$ cat config.mk
export PLATFORM = sky130hd
export DESIGN_NAME = apb_cmd_master_flat
export DESIGN_NICKNAME = d
export VERILOG_FILES = /design/src/rtl/apb_pkg.sv /design/src/rtl/apb_cmd_master_if.sv /design/src/rtl/apb_cmd_master.sv /design/src/flat_wrapper.sv
export SDC_FILE = /design/constraint.sdc
export NUM_CORES = 1
export LEC_CHECK = 0
export ABC_AREA = 1
export ABC_CLOCK_PERIOD_IN_PS = 7000
export BUFFER_PORTS_ARGS = -buffer_cell sky130_fd_sc_hd__buf_2
export CORE_ASPECT_RATIO = 1.2
export CORE_MARGIN = 2
export CORE_UTILIZATION = 36
export CTS_CLUSTER_DIAMETER = 80
export DETAILED_ROUTE_END_ITERATION = 7
export PLACE_DENSITY = 0.61
export SLEW_MARGIN = 20
export SYNTH_ARGS = -nofsm -noshare
export SYNTH_HDL_FRONTEND = slang
export SYNTH_SLANG_ARGS = --single-unit
$ cat constraint.sdc
create_clock -name clk -period 7 [get_ports clk]
set_input_delay 0 -clock clk [delete_from_list [all_inputs] [get_ports clk]]
set_output_delay 0 -clock clk [all_outputs]
set_load 0.05 [all_outputs]
$ cat src/rtl/apb_pkg.sv
// rtl/apb_pkg.sv - shared APB types: transfer FSM states and PPROT bit positions
//
// Contents:
//   apb_state_t   command-master transfer states (IDLE, SETUP, ACCESS, RESP)
//   PPROT_*       bit index of each PPROT attribute
//   pprot_pack    builds a PPROT vector from its three attribute flags
package apb_pkg;

  typedef enum logic [1:0] {
    ST_IDLE   = 2'd0,
    ST_SETUP  = 2'd1,
    ST_ACCESS = 2'd2,
    ST_RESP   = 2'd3
  } apb_state_t;

  localparam int PPROT_PRIV   = 0;
  localparam int PPROT_NONSEC = 1;
  localparam int PPROT_INSTR  = 2;

  function automatic logic [2:0] pprot_pack(input logic priv, input logic nonsec,
                                            input logic instr);
    logic [2:0] p;
    p               = '0;
    p[PPROT_PRIV]   = priv;
    p[PPROT_NONSEC] = nonsec;
    p[PPROT_INSTR]  = instr;
    return p;
  endfunction

endpackage

$ cat src/rtl/apb_cmd_master_if.sv
// rtl/apb_cmd_master_if.sv - command, response and APB master signal bundle
//
// Parameters: G_REGWIDTH (data width, multiple of 8), G_ADDR_WIDTH (address width)
// Groups:
//   cmd_*    command in  (valid/ready handshake, write, prot, addr, wdata, strb)
//   rsp_*    response out (valid/ready handshake, rdata, slverr, timeout)
//   m_apb_*  APB master bus
// Modports: master = the command master block, slave = its environment
interface apb_cmd_master_if #(
  parameter int G_REGWIDTH   = 32,
  parameter int G_ADDR_WIDTH = 32
);

  logic                      cmd_valid;
  logic                      cmd_ready;
  logic                      cmd_write;
  logic [2:0]                cmd_prot;
  logic [G_ADDR_WIDTH-1:0]   cmd_addr;
  logic [G_REGWIDTH-1:0]     cmd_wdata;
  logic [G_REGWIDTH/8-1:0]   cmd_strb;

  logic                      rsp_valid;
  logic                      rsp_ready;
  logic [G_REGWIDTH-1:0]     rsp_rdata;
  logic                      rsp_slverr;
  logic                      rsp_timeout;

  logic                      m_apb_psel;
  logic                      m_apb_penable;
  logic                      m_apb_pwrite;
  logic [2:0]                m_apb_pprot;
  logic [G_ADDR_WIDTH-1:0]   m_apb_paddr;
  logic [G_REGWIDTH-1:0]     m_apb_pwdata;
  logic [G_REGWIDTH/8-1:0]   m_apb_pstrb;
  logic                      m_apb_pready;
  logic [G_REGWIDTH-1:0]     m_apb_prdata;
  logic                      m_apb_pslverr;

  modport master (
    input  cmd_valid, cmd_write, cmd_prot, cmd_addr, cmd_wdata, cmd_strb,
    output cmd_ready,
    output rsp_valid, rsp_rdata, rsp_slverr, rsp_timeout,
    input  rsp_ready,
    output m_apb_psel, m_apb_penable, m_apb_pwrite, m_apb_pprot, m_apb_paddr,
           m_apb_pwdata, m_apb_pstrb,
    input  m_apb_pready, m_apb_prdata, m_apb_pslverr
  );

  modport slave (
    output cmd_valid, cmd_write, cmd_prot, cmd_addr, cmd_wdata, cmd_strb,
    input  cmd_ready,
    input  rsp_valid, rsp_rdata, rsp_slverr, rsp_timeout,
    output rsp_ready,
    input  m_apb_psel, m_apb_penable, m_apb_pwrite, m_apb_pprot, m_apb_paddr,
           m_apb_pwdata, m_apb_pstrb,
    output m_apb_pready, m_apb_prdata, m_apb_pslverr
  );

endinterface

$ cat src/rtl/apb_cmd_master.sv
// rtl/apb_cmd_master.sv - single-command APB master with wait-state timeout
//
// Turns one command into one APB transfer and returns one response.
// Parameters: G_REGWIDTH, G_ADDR_WIDTH, G_TIMEOUT (max ACCESS cycles, 0 = no limit)
// Ports:
//   clk  rising-edge clock
//   rst  asynchronous, active-high reset
//   bus  apb_cmd_master_if.master: cmd_* in, rsp_* out, m_apb_* APB master
module apb_cmd_master
  import apb_pkg::*;
#(
  parameter int G_REGWIDTH   = 32,
  parameter int G_ADDR_WIDTH = 32,
  parameter int G_TIMEOUT    = 16
) (
  input  logic                clk,
  input  logic                rst,
  apb_cmd_master_if.master    bus
);

  localparam int STRB_W = G_REGWIDTH / 8;
  // A zero-width counter is illegal, so the disabled-timeout build keeps one bit.
  localparam int CNT_W = (G_TIMEOUT > 0) ? $clog2(G_TIMEOUT + 1) : 1;
  localparam logic [CNT_W-1:0] CNT_MAX  = '1;
  localparam logic [CNT_W-1:0] CNT_LAST = CNT_W'((G_TIMEOUT > 0) ? G_TIMEOUT - 1 : 0);

  apb_state_t state, state_next;

  logic                    pwrite_q;
  logic [2:0]              pprot_q;
  logic [G_ADDR_WIDTH-1:0] paddr_q;
  logic [G_REGWIDTH-1:0]   pwdata_q;
  logic [STRB_W-1:0]       pstrb_q;
  logic [G_REGWIDTH-1:0]   rdata_q;
  logic                    slverr_q;
  logic                    timeout_q;
  logic [CNT_W-1:0]        wait_cnt;
  logic                    timeout_hit;

  // Abort on the last permitted ACCESS cycle only if the slave is still stalling;
  // a pready arriving on that same cycle completes the transfer normally.
  assign timeout_hit = (G_TIMEOUT > 0) && (wait_cnt == CNT_LAST) && !bus.m_apb_pready;

  always_ff @(posedge clk or posedge rst) begin
    if (rst) state <= ST_IDLE;
    else     state <= state_next;
  end

  always_comb begin
    state_next = state;
    case (state)
      ST_IDLE:   if (bus.cmd_valid) state_next = ST_SETUP;
      ST_SETUP:  state_next = ST_ACCESS;
      ST_ACCESS: if (bus.m_apb_pready || timeout_hit) state_next = ST_RESP;
      ST_RESP:   if (bus.rsp_ready) state_next = ST_IDLE;
      default:   state_next = ST_IDLE;
    endcase
  end

  always_ff @(posedge clk or posedge rst) begin
    if (rst) begin
      pwrite_q  <= 1'b0;
      pprot_q   <= '0;
      paddr_q   <= '0;
      pwdata_q  <= '0;
      pstrb_q   <= '0;
      rdata_q   <= '0;
      slverr_q  <= 1'b0;
      timeout_q <= 1'b0;
      wait_cnt  <= '0;
    end else begin
      case (state)
        ST_IDLE: begin
          if (bus.cmd_valid) begin
            pwrite_q <= bus.cmd_write;
            pprot_q  <= bus.cmd_prot;
            paddr_q  <= bus.cmd_addr;
            // Reads present zero data and strobes on the bus.
            pwdata_q <= bus.cmd_write ? bus.cmd_wdata : '0;
            pstrb_q  <= bus.cmd_write ? bus.cmd_strb : '0;
          end
        end
        ST_SETUP: wait_cnt <= '0;
        ST_ACCESS: begin
          if (bus.m_apb_pready) begin
            rdata_q   <= pwrite_q ? '0 : bus.m_apb_prdata;
            slverr_q  <= bus.m_apb_pslverr;
            timeout_q <= 1'b0;
          end else if (timeout_hit) begin
            rdata_q   <= '0;
            slverr_q  <= 1'b1;
            timeout_q <= 1'b1;
          end else if (wait_cnt != CNT_MAX) begin
            wait_cnt <= wait_cnt + CNT_W'(1);
          end
        end
        default: ;
      endcase
    end
  end

  assign bus.cmd_ready     = (state == ST_IDLE);
  assign bus.rsp_valid     = (state == ST_RESP);
  assign bus.rsp_rdata     = rdata_q;
  assign bus.rsp_slverr    = slverr_q;
  assign bus.rsp_timeout   = timeout_q;
  assign bus.m_apb_psel    = (state == ST_SETUP) || (state == ST_ACCESS);
  assign bus.m_apb_penable = (state == ST_ACCESS);
  assign bus.m_apb_pwrite  = pwrite_q;
  assign bus.m_apb_pprot   = pprot_q;
  assign bus.m_apb_paddr   = paddr_q;
  assign bus.m_apb_pwdata  = pwdata_q;
  assign bus.m_apb_pstrb   = pstrb_q;

endmodule

$ cat src/flat_wrapper.sv
// flat-port wrapper written by rule: the top's interface ports become plain ports
module apb_cmd_master_flat import apb_pkg::*;
#(
  parameter int G_REGWIDTH   = 32,
  parameter int G_ADDR_WIDTH = 32,
  parameter int G_TIMEOUT    = 16
)
  (clk, rst, bus_cmd_valid, bus_cmd_write, bus_cmd_prot, bus_cmd_addr, bus_cmd_wdata, bus_cmd_strb, bus_cmd_ready, bus_rsp_valid, bus_rsp_rdata, bus_rsp_slverr, bus_rsp_timeout, bus_rsp_ready, bus_m_apb_psel, bus_m_apb_penable, bus_m_apb_pwrite, bus_m_apb_pprot, bus_m_apb_paddr, bus_m_apb_pwdata, bus_m_apb_pstrb, bus_m_apb_pready, bus_m_apb_prdata, bus_m_apb_pslverr);
  apb_cmd_master_if #(.G_REGWIDTH(G_REGWIDTH), .G_ADDR_WIDTH(G_ADDR_WIDTH)) bus_i ();
  input  logic clk;
  input  logic rst;
  input wire logic [$bits(bus_i.cmd_valid)-1:0] bus_cmd_valid;
  input wire logic [$bits(bus_i.cmd_write)-1:0] bus_cmd_write;
  input wire logic [$bits(bus_i.cmd_prot)-1:0] bus_cmd_prot;
  input wire logic [$bits(bus_i.cmd_addr)-1:0] bus_cmd_addr;
  input wire logic [$bits(bus_i.cmd_wdata)-1:0] bus_cmd_wdata;
  input wire logic [$bits(bus_i.cmd_strb)-1:0] bus_cmd_strb;
  output wire logic [$bits(bus_i.cmd_ready)-1:0] bus_cmd_ready;
  output wire logic [$bits(bus_i.rsp_valid)-1:0] bus_rsp_valid;
  output wire logic [$bits(bus_i.rsp_rdata)-1:0] bus_rsp_rdata;
  output wire logic [$bits(bus_i.rsp_slverr)-1:0] bus_rsp_slverr;
  output wire logic [$bits(bus_i.rsp_timeout)-1:0] bus_rsp_timeout;
  input wire logic [$bits(bus_i.rsp_ready)-1:0] bus_rsp_ready;
  output wire logic [$bits(bus_i.m_apb_psel)-1:0] bus_m_apb_psel;
  output wire logic [$bits(bus_i.m_apb_penable)-1:0] bus_m_apb_penable;
  output wire logic [$bits(bus_i.m_apb_pwrite)-1:0] bus_m_apb_pwrite;
  output wire logic [$bits(bus_i.m_apb_pprot)-1:0] bus_m_apb_pprot;
  output wire logic [$bits(bus_i.m_apb_paddr)-1:0] bus_m_apb_paddr;
  output wire logic [$bits(bus_i.m_apb_pwdata)-1:0] bus_m_apb_pwdata;
  output wire logic [$bits(bus_i.m_apb_pstrb)-1:0] bus_m_apb_pstrb;
  input wire logic [$bits(bus_i.m_apb_pready)-1:0] bus_m_apb_pready;
  input wire logic [$bits(bus_i.m_apb_prdata)-1:0] bus_m_apb_prdata;
  input wire logic [$bits(bus_i.m_apb_pslverr)-1:0] bus_m_apb_pslverr;
  assign bus_i.cmd_valid = bus_cmd_valid;
  assign bus_i.cmd_write = bus_cmd_write;
  assign bus_i.cmd_prot = bus_cmd_prot;
  assign bus_i.cmd_addr = bus_cmd_addr;
  assign bus_i.cmd_wdata = bus_cmd_wdata;
  assign bus_i.cmd_strb = bus_cmd_strb;
  assign bus_cmd_ready = bus_i.cmd_ready;
  assign bus_rsp_valid = bus_i.rsp_valid;
  assign bus_rsp_rdata = bus_i.rsp_rdata;
  assign bus_rsp_slverr = bus_i.rsp_slverr;
  assign bus_rsp_timeout = bus_i.rsp_timeout;
  assign bus_i.rsp_ready = bus_rsp_ready;
  assign bus_m_apb_psel = bus_i.m_apb_psel;
  assign bus_m_apb_penable = bus_i.m_apb_penable;
  assign bus_m_apb_pwrite = bus_i.m_apb_pwrite;
  assign bus_m_apb_pprot = bus_i.m_apb_pprot;
  assign bus_m_apb_paddr = bus_i.m_apb_paddr;
  assign bus_m_apb_pwdata = bus_i.m_apb_pwdata;
  assign bus_m_apb_pstrb = bus_i.m_apb_pstrb;
  assign bus_i.m_apb_pready = bus_m_apb_pready;
  assign bus_i.m_apb_prdata = bus_m_apb_prdata;
  assign bus_i.m_apb_pslverr = bus_m_apb_pslverr;
  apb_cmd_master #(.G_REGWIDTH(G_REGWIDTH), .G_ADDR_WIDTH(G_ADDR_WIDTH), .G_TIMEOUT(G_TIMEOUT)) u_core (.clk(clk), .rst(rst), .bus(bus_i));
endmodule
Word-level counts from Yosys, hierarchy flattened

Cells that the tools add are included.
Widths: inputs -> output; s select.

Bits in registers: 113
Input port bits: 110
Word-level logic and storage cells: 49

Add/subtract/negate cells: 1
Eq/ne operators: 11
Multiplexer cells: 16
Reductions and logical operators: 11

Operators with widths:

| kind                | number |
|---|---|
| $mux 32             | 4 |
| $mux 5              | 3 |
| $pmux 5 s2          | 1 |
| $pmux 2 s4          | 1 |
| $mux 2              | 3 |
| $ne 2x1->1 const B  | 3 |
| $ne 2x2->1 const B  | 3 |
| $add 5x1->5 const B | 1 |
| $eq 5x4->1 const B  | 1 |
| $ne 5x5->1 const B  | 1 |
| $eq 2x2->1 const B  | 2 |
| $mux 4              | 1 |
| $reduce_and 2->1    | 2 |
| $reduce_and 4->1    | 1 |
| $reduce_bool 2->1   | 2 |
| $mux 1              | 3 |
| $reduce_and 3->1    | 1 |
| $eq 2x1->1 const B  | 1 |
| $logic_not 2->1     | 1 |
| $logic_or 1x1->1    | 2 |
| $logic_and 1x1->1   | 1 |
| $logic_not 1->1     | 1 |

Depth between registers and ports, before layout

Depth after elaboration: 5
Mapped depth: 10

Least setup slack after synthesis

No wires, ideal clock.

Path type: reg-to-reg
From: register u_core.state[0]
To: register u_core.paddr_q[0] (netlist: u_core.bus.m_apb_paddr[0])
Library setup time: 0.118 ns
Arrival time: 1.612 ns
Data required time: 6.882 ns
Path slack: 5.270 ns
Cell stages (with the launch flop): 8
Period minus slack after synthesis: 1.730 ns
Cells stage by stage: dfrtp_1 -> inv_1 -> ha_1 -> nand2_2 -> buf_4 -> buf_6 -> nand2_1 -> nand2_1

Cells in the longest elaborated chain, start to end: 2

Ends and longest elaborated chain:

| item                              | RTL line             | RTL |
|---|---|---|
| from (decl)                       | apb_cmd_master.sv:27 | `apb_state_t state, state_next;` |
| from (signal assigned)            | apb_cmd_master.sv:46 | `else state <= state_next;` |
| $logic_not 2->1                   | --                   |  |
| via bus_cmd_ready                 | flat_wrapper.sv:18   | `output wire logic [$bits(bus_i.cmd_ready)-1:0] bus_cmd_ready;` |
| $reduce_and 2->1 (no source line) | --                   |  |
| to (signal assigned)              | apb_cmd_master.sv:77 | `paddr_q <= bus.cmd_addr;` |
| to (decl)                         | apb_cmd_master.sv:31 | `logic [G_ADDR_WIDTH-1:0] paddr_q;` |

The timed path passes the listed nets, and every way through them passes these cells.
A chain may end at the register's enable or synchronous reset.

Worst setup path in the final report

From: register u_core.state[0]
To: register u_core.pwrite_q (netlist: u_core.bus.m_apb_pwrite)

Cells in the longest elaborated chain, start to end: 2

Ends and longest elaborated chain:

| item                              | RTL line             | RTL |
|---|---|---|
| $logic_not 2->1                   | apb_cmd_master.sv:72 | `case (state)` |
| $reduce_and 2->1 (no source line) | --                   |  |
| to (signal assigned)              | apb_cmd_master.sv:75 | `pwrite_q <= bus.cmd_write;` |
| to (decl)                         | apb_cmd_master.sv:29 | `logic pwrite_q;` |

No other way between the ends.

==> flow_metrics.env <==
export IMPL_grt_overflow=0
export IMPL_clkTransAtPathRegs_ns=0.06
export IMPL_path_max_fanout=108
export IMPL_grt_use_total_pct=20.0
export IMPL_area_growth_synth_to_final_pct=59.2
export IMPL_maxSlewViolCount=0
export IMPL_ctsHtreeMaxLevel=4
export IMPL_cts_sinks=113
export IMPL_post_cts_buffers=0
export IMPL_synth_top_area_share_pct=60.6
export IMPL_synth_top_area_cell="dfrtp_1"
export IMPL_slew_headroom_pct=32.6
export IMPL_finalClockSkew_ns=0.00983
export IMPL_cp_arrival_ns=2.73
export IMPL_clk_latency_ns=0.41
export IMPL_synth_most_common_cell="nand2_1"
export IMPL_ys_warn_count=0
export IMPL_synth_edf_count=0
export IMPL_hold_start="bus_rsp_ready"
export IMPL_min_to="u_core.state[1]"
export IMPL_outcome="finished clean"
export IMPL_finalCriticalPeriod_ns=2.50
export IMPL_multi_input_area_um2=1570
export IMPL_fin_area_um2=7430
export IMPL_drt_wirelength_per_cell_um=13.7
export IMPL_cts_hold_buf=107
export IMPL_synth_common_cells="nand2_1, dfrtp_1, o21ai_0"
export IMPL_vias_per_cell=4.58
export IMPL_ys_seq_area_share_pct=60.6
export IMPL_synth_seq_cells=113
export IMPL_hold_violations=0
export IMPL_die_w_um=108
export IMPL_crit_type="flop to flop"
export IMPL_tightest_slew_ns=1.01
export IMPL_ir_drop_mv=0.260
export IMPL_grt_max_degree=109
export IMPL_port_buffers=219
export IMPL_r2r_slack_ns=4.50
export IMPL_initial_core_util_pct=36.8
export IMPL_r2r_end="u_core.bus.m_apb_pwrite"
export IMPL_finalWeightedCongestion=0.753
export IMPL_placed_area_um2=5780
export IMPL_fp_dieH_um=129
export IMPL_grt_pass1_vias=4645
export IMPL_io_pin_count=220
export IMPL_fp_row_count=45
export IMPL_netlist_area_um2=4670
export IMPL_setup_viol=0
export IMPL_dieArea_um2=13900
export IMPL_synth_cell_types=21
export IMPL_drt_initial_drc_count=360
export IMPL_synth_nets=633
export IMPL_fill_cells=1082
export IMPL_synthTopCellsByArea="dfrtp_1, nand2_1, o21ai_0"
export IMPL_max_freq_ghz=0.401
export IMPL_seq_area_um2=2830
export IMPL_layout_drive_gt1_share_pct=31.1
export IMPL_p_leak_nw=4.11
export IMPL_dp_hpwl_mm=8.43
export IMPL_worst_setup_path_start_kind="flop"
export IMPL_cts_buffer_depth=2
export IMPL_synthCells=515
export IMPL_crit_path_end_kind="flop"
export IMPL_grt_setup_unrepaired="no"
export IMPL_cts_tree="done"
export IMPL_synth_area_per_cell_um2=9.06
export IMPL_hold_class="input pin to flop"
export IMPL_worst_r2r_startpoint="u_core.state[0]"
export IMPL_powerDensity_nw_per_um2=508
export IMPL_fin_crit_sh_pct=35.7
export IMPL_ys_flop_type="dfrtp_1"
export IMPL_dr_pass1_iters=4
export IMPL_worstPathRequired_ns=7.23
export IMPL_vias=4626
export IMPL_antenna_found_initial=0
export IMPL_grt_pass1_wl_mm=21.7
export IMPL_async_flop_share_pct=100
export IMPL_core_um2=12700
export IMPL_hold_depth=5
export IMPL_ant_nets=0
export IMPL_cts_root_buffer="clkbuf_16"
export IMPL_numCtsBuffers=17
export IMPL_cts_resized=0
export IMPL_wl_mm=13.8
export IMPL_drv_cap=0
export IMPL_antenna_cells=0
export IMPL_layout_nets=951
export IMPL_route_detailed_drc=0
export IMPL_r2r_cells=6
export IMPL_tns_ns=0
final cells by class:
| cell class | instances | share of cell area, % |
|---|---|---|
| well taps | 164 | 2.76 |
| clock inverters | 15 | 2.02 |
| flip-flops and latches | 113 | 38.1 |
| repair buffers | 327 | 29.3 |
| clock buffers | 17 | 5.73 |
| multi-input cells | 357 | 21.2 |
| inverters | 17 | 0.960 |
layer usage:
metal  track usage [%]  wire [µm]  up-vias
li1                  -          -     2255
met1              23.1       5640     2113
met2              33.9       6700      217
met3              5.52       1010       41
met4              10.0        454        0
met5                 0          0        -
worst max-delay path, stage by stage, from the launching register on:
cell and delay [ns]:
dfrtp_1 0.40, inv_1 0.10, ha_1 0.26, nand2_4 0.72, inv_2 0.53, nand2_1 0.16
o21ai_0 0.10
layout by cell type, fill, tap and decap left out:
cell type        n
buf_2          219
ha_1             8
nand2_4          3
dlygate4sd3_1  107
nand2_8          1
nand4_1          2
buf_4            1
nand2_2          1
clkinvlp_4       3
o21ai_0         37
inv_2            1
nand3_1         35
nand2_1        256
dfrtp_1        113
inv_6            5
clkbuf_16       17
o22a_1           1
clkinv_2         1
nor2_1           3
inv_1           13
o21ai_1          8
or2_2            1
nand4_2          1
inv_4            3
clkinv_4         3
bufinv_16        1
inv_8            2
where the power goes:
| part | switching [mW] | internal (mW) | total [mW] |
|---|---|---|---|
| combinational | 1.46 | 0.408 | 1.87 |
| clock | 0.330 | 0.498 | 0.829 |
| sequential | 0.149 | 0.923 | 1.07 |
state kept, by name, indices dropped and copies added (netlist names):
register	flops
u_core.bus.m_apb_pwrite	1
u_core.bus.m_apb_pwdata	32
u_core.bus.rsp_rdata	32
u_core.bus.m_apb_paddr	32
u_core.state	2
u_core.bus.m_apb_pprot	3
u_core.wait_cnt	5
u_core.bus.rsp_slverr	1
u_core.bus.m_apb_pstrb	4
u_core.bus.rsp_timeout	1
per-stage QoR:
stage	utilization, %	instances	total power [mW]	hold slack [ns]	worst slack (ns)
after floorplan	-	515	2.49	0.110	4.01
after global placement	45.6	871	2.87	0.151	4.66
after detailed placement	45.6	871	2.90	0.165	4.50
after CTS	58.6	1010	3.79	0.0438	4.49
after global routing	58.6	1010	3.98	0.0934	4.25
final	58.6	1010	3.77	0.0529	4.50
logic make-up after synthesis:
logic type,count (synthesis),synth area share [%]
AND/OR/NAND/NOR,303,26.4
adder cells (fa/ha/maj),8,2.15
buffers and inverters,45,5.79
AO/OA/AOI/OAI,46,5.01
flip-flops,113,60.6
worst max path at each step:
stage                          startpoint                         to  slack (ns)
after floorplan                       rst  u_core.bus.m_apb_paddr[0]        4.01
after global placement    u_core.state[0]    u_core.bus.m_apb_pwrite        4.66
after detailed placement  u_core.state[0]    u_core.bus.m_apb_pwrite        4.50
after CTS                 u_core.state[0]    u_core.bus.m_apb_pwrite        4.49
after global routing      u_core.state[0]    u_core.bus.m_apb_pwrite        4.25
final                     u_core.state[0]    u_core.bus.m_apb_pwrite        4.50
No activity file was read; power rests on OpenSTA's default activity.
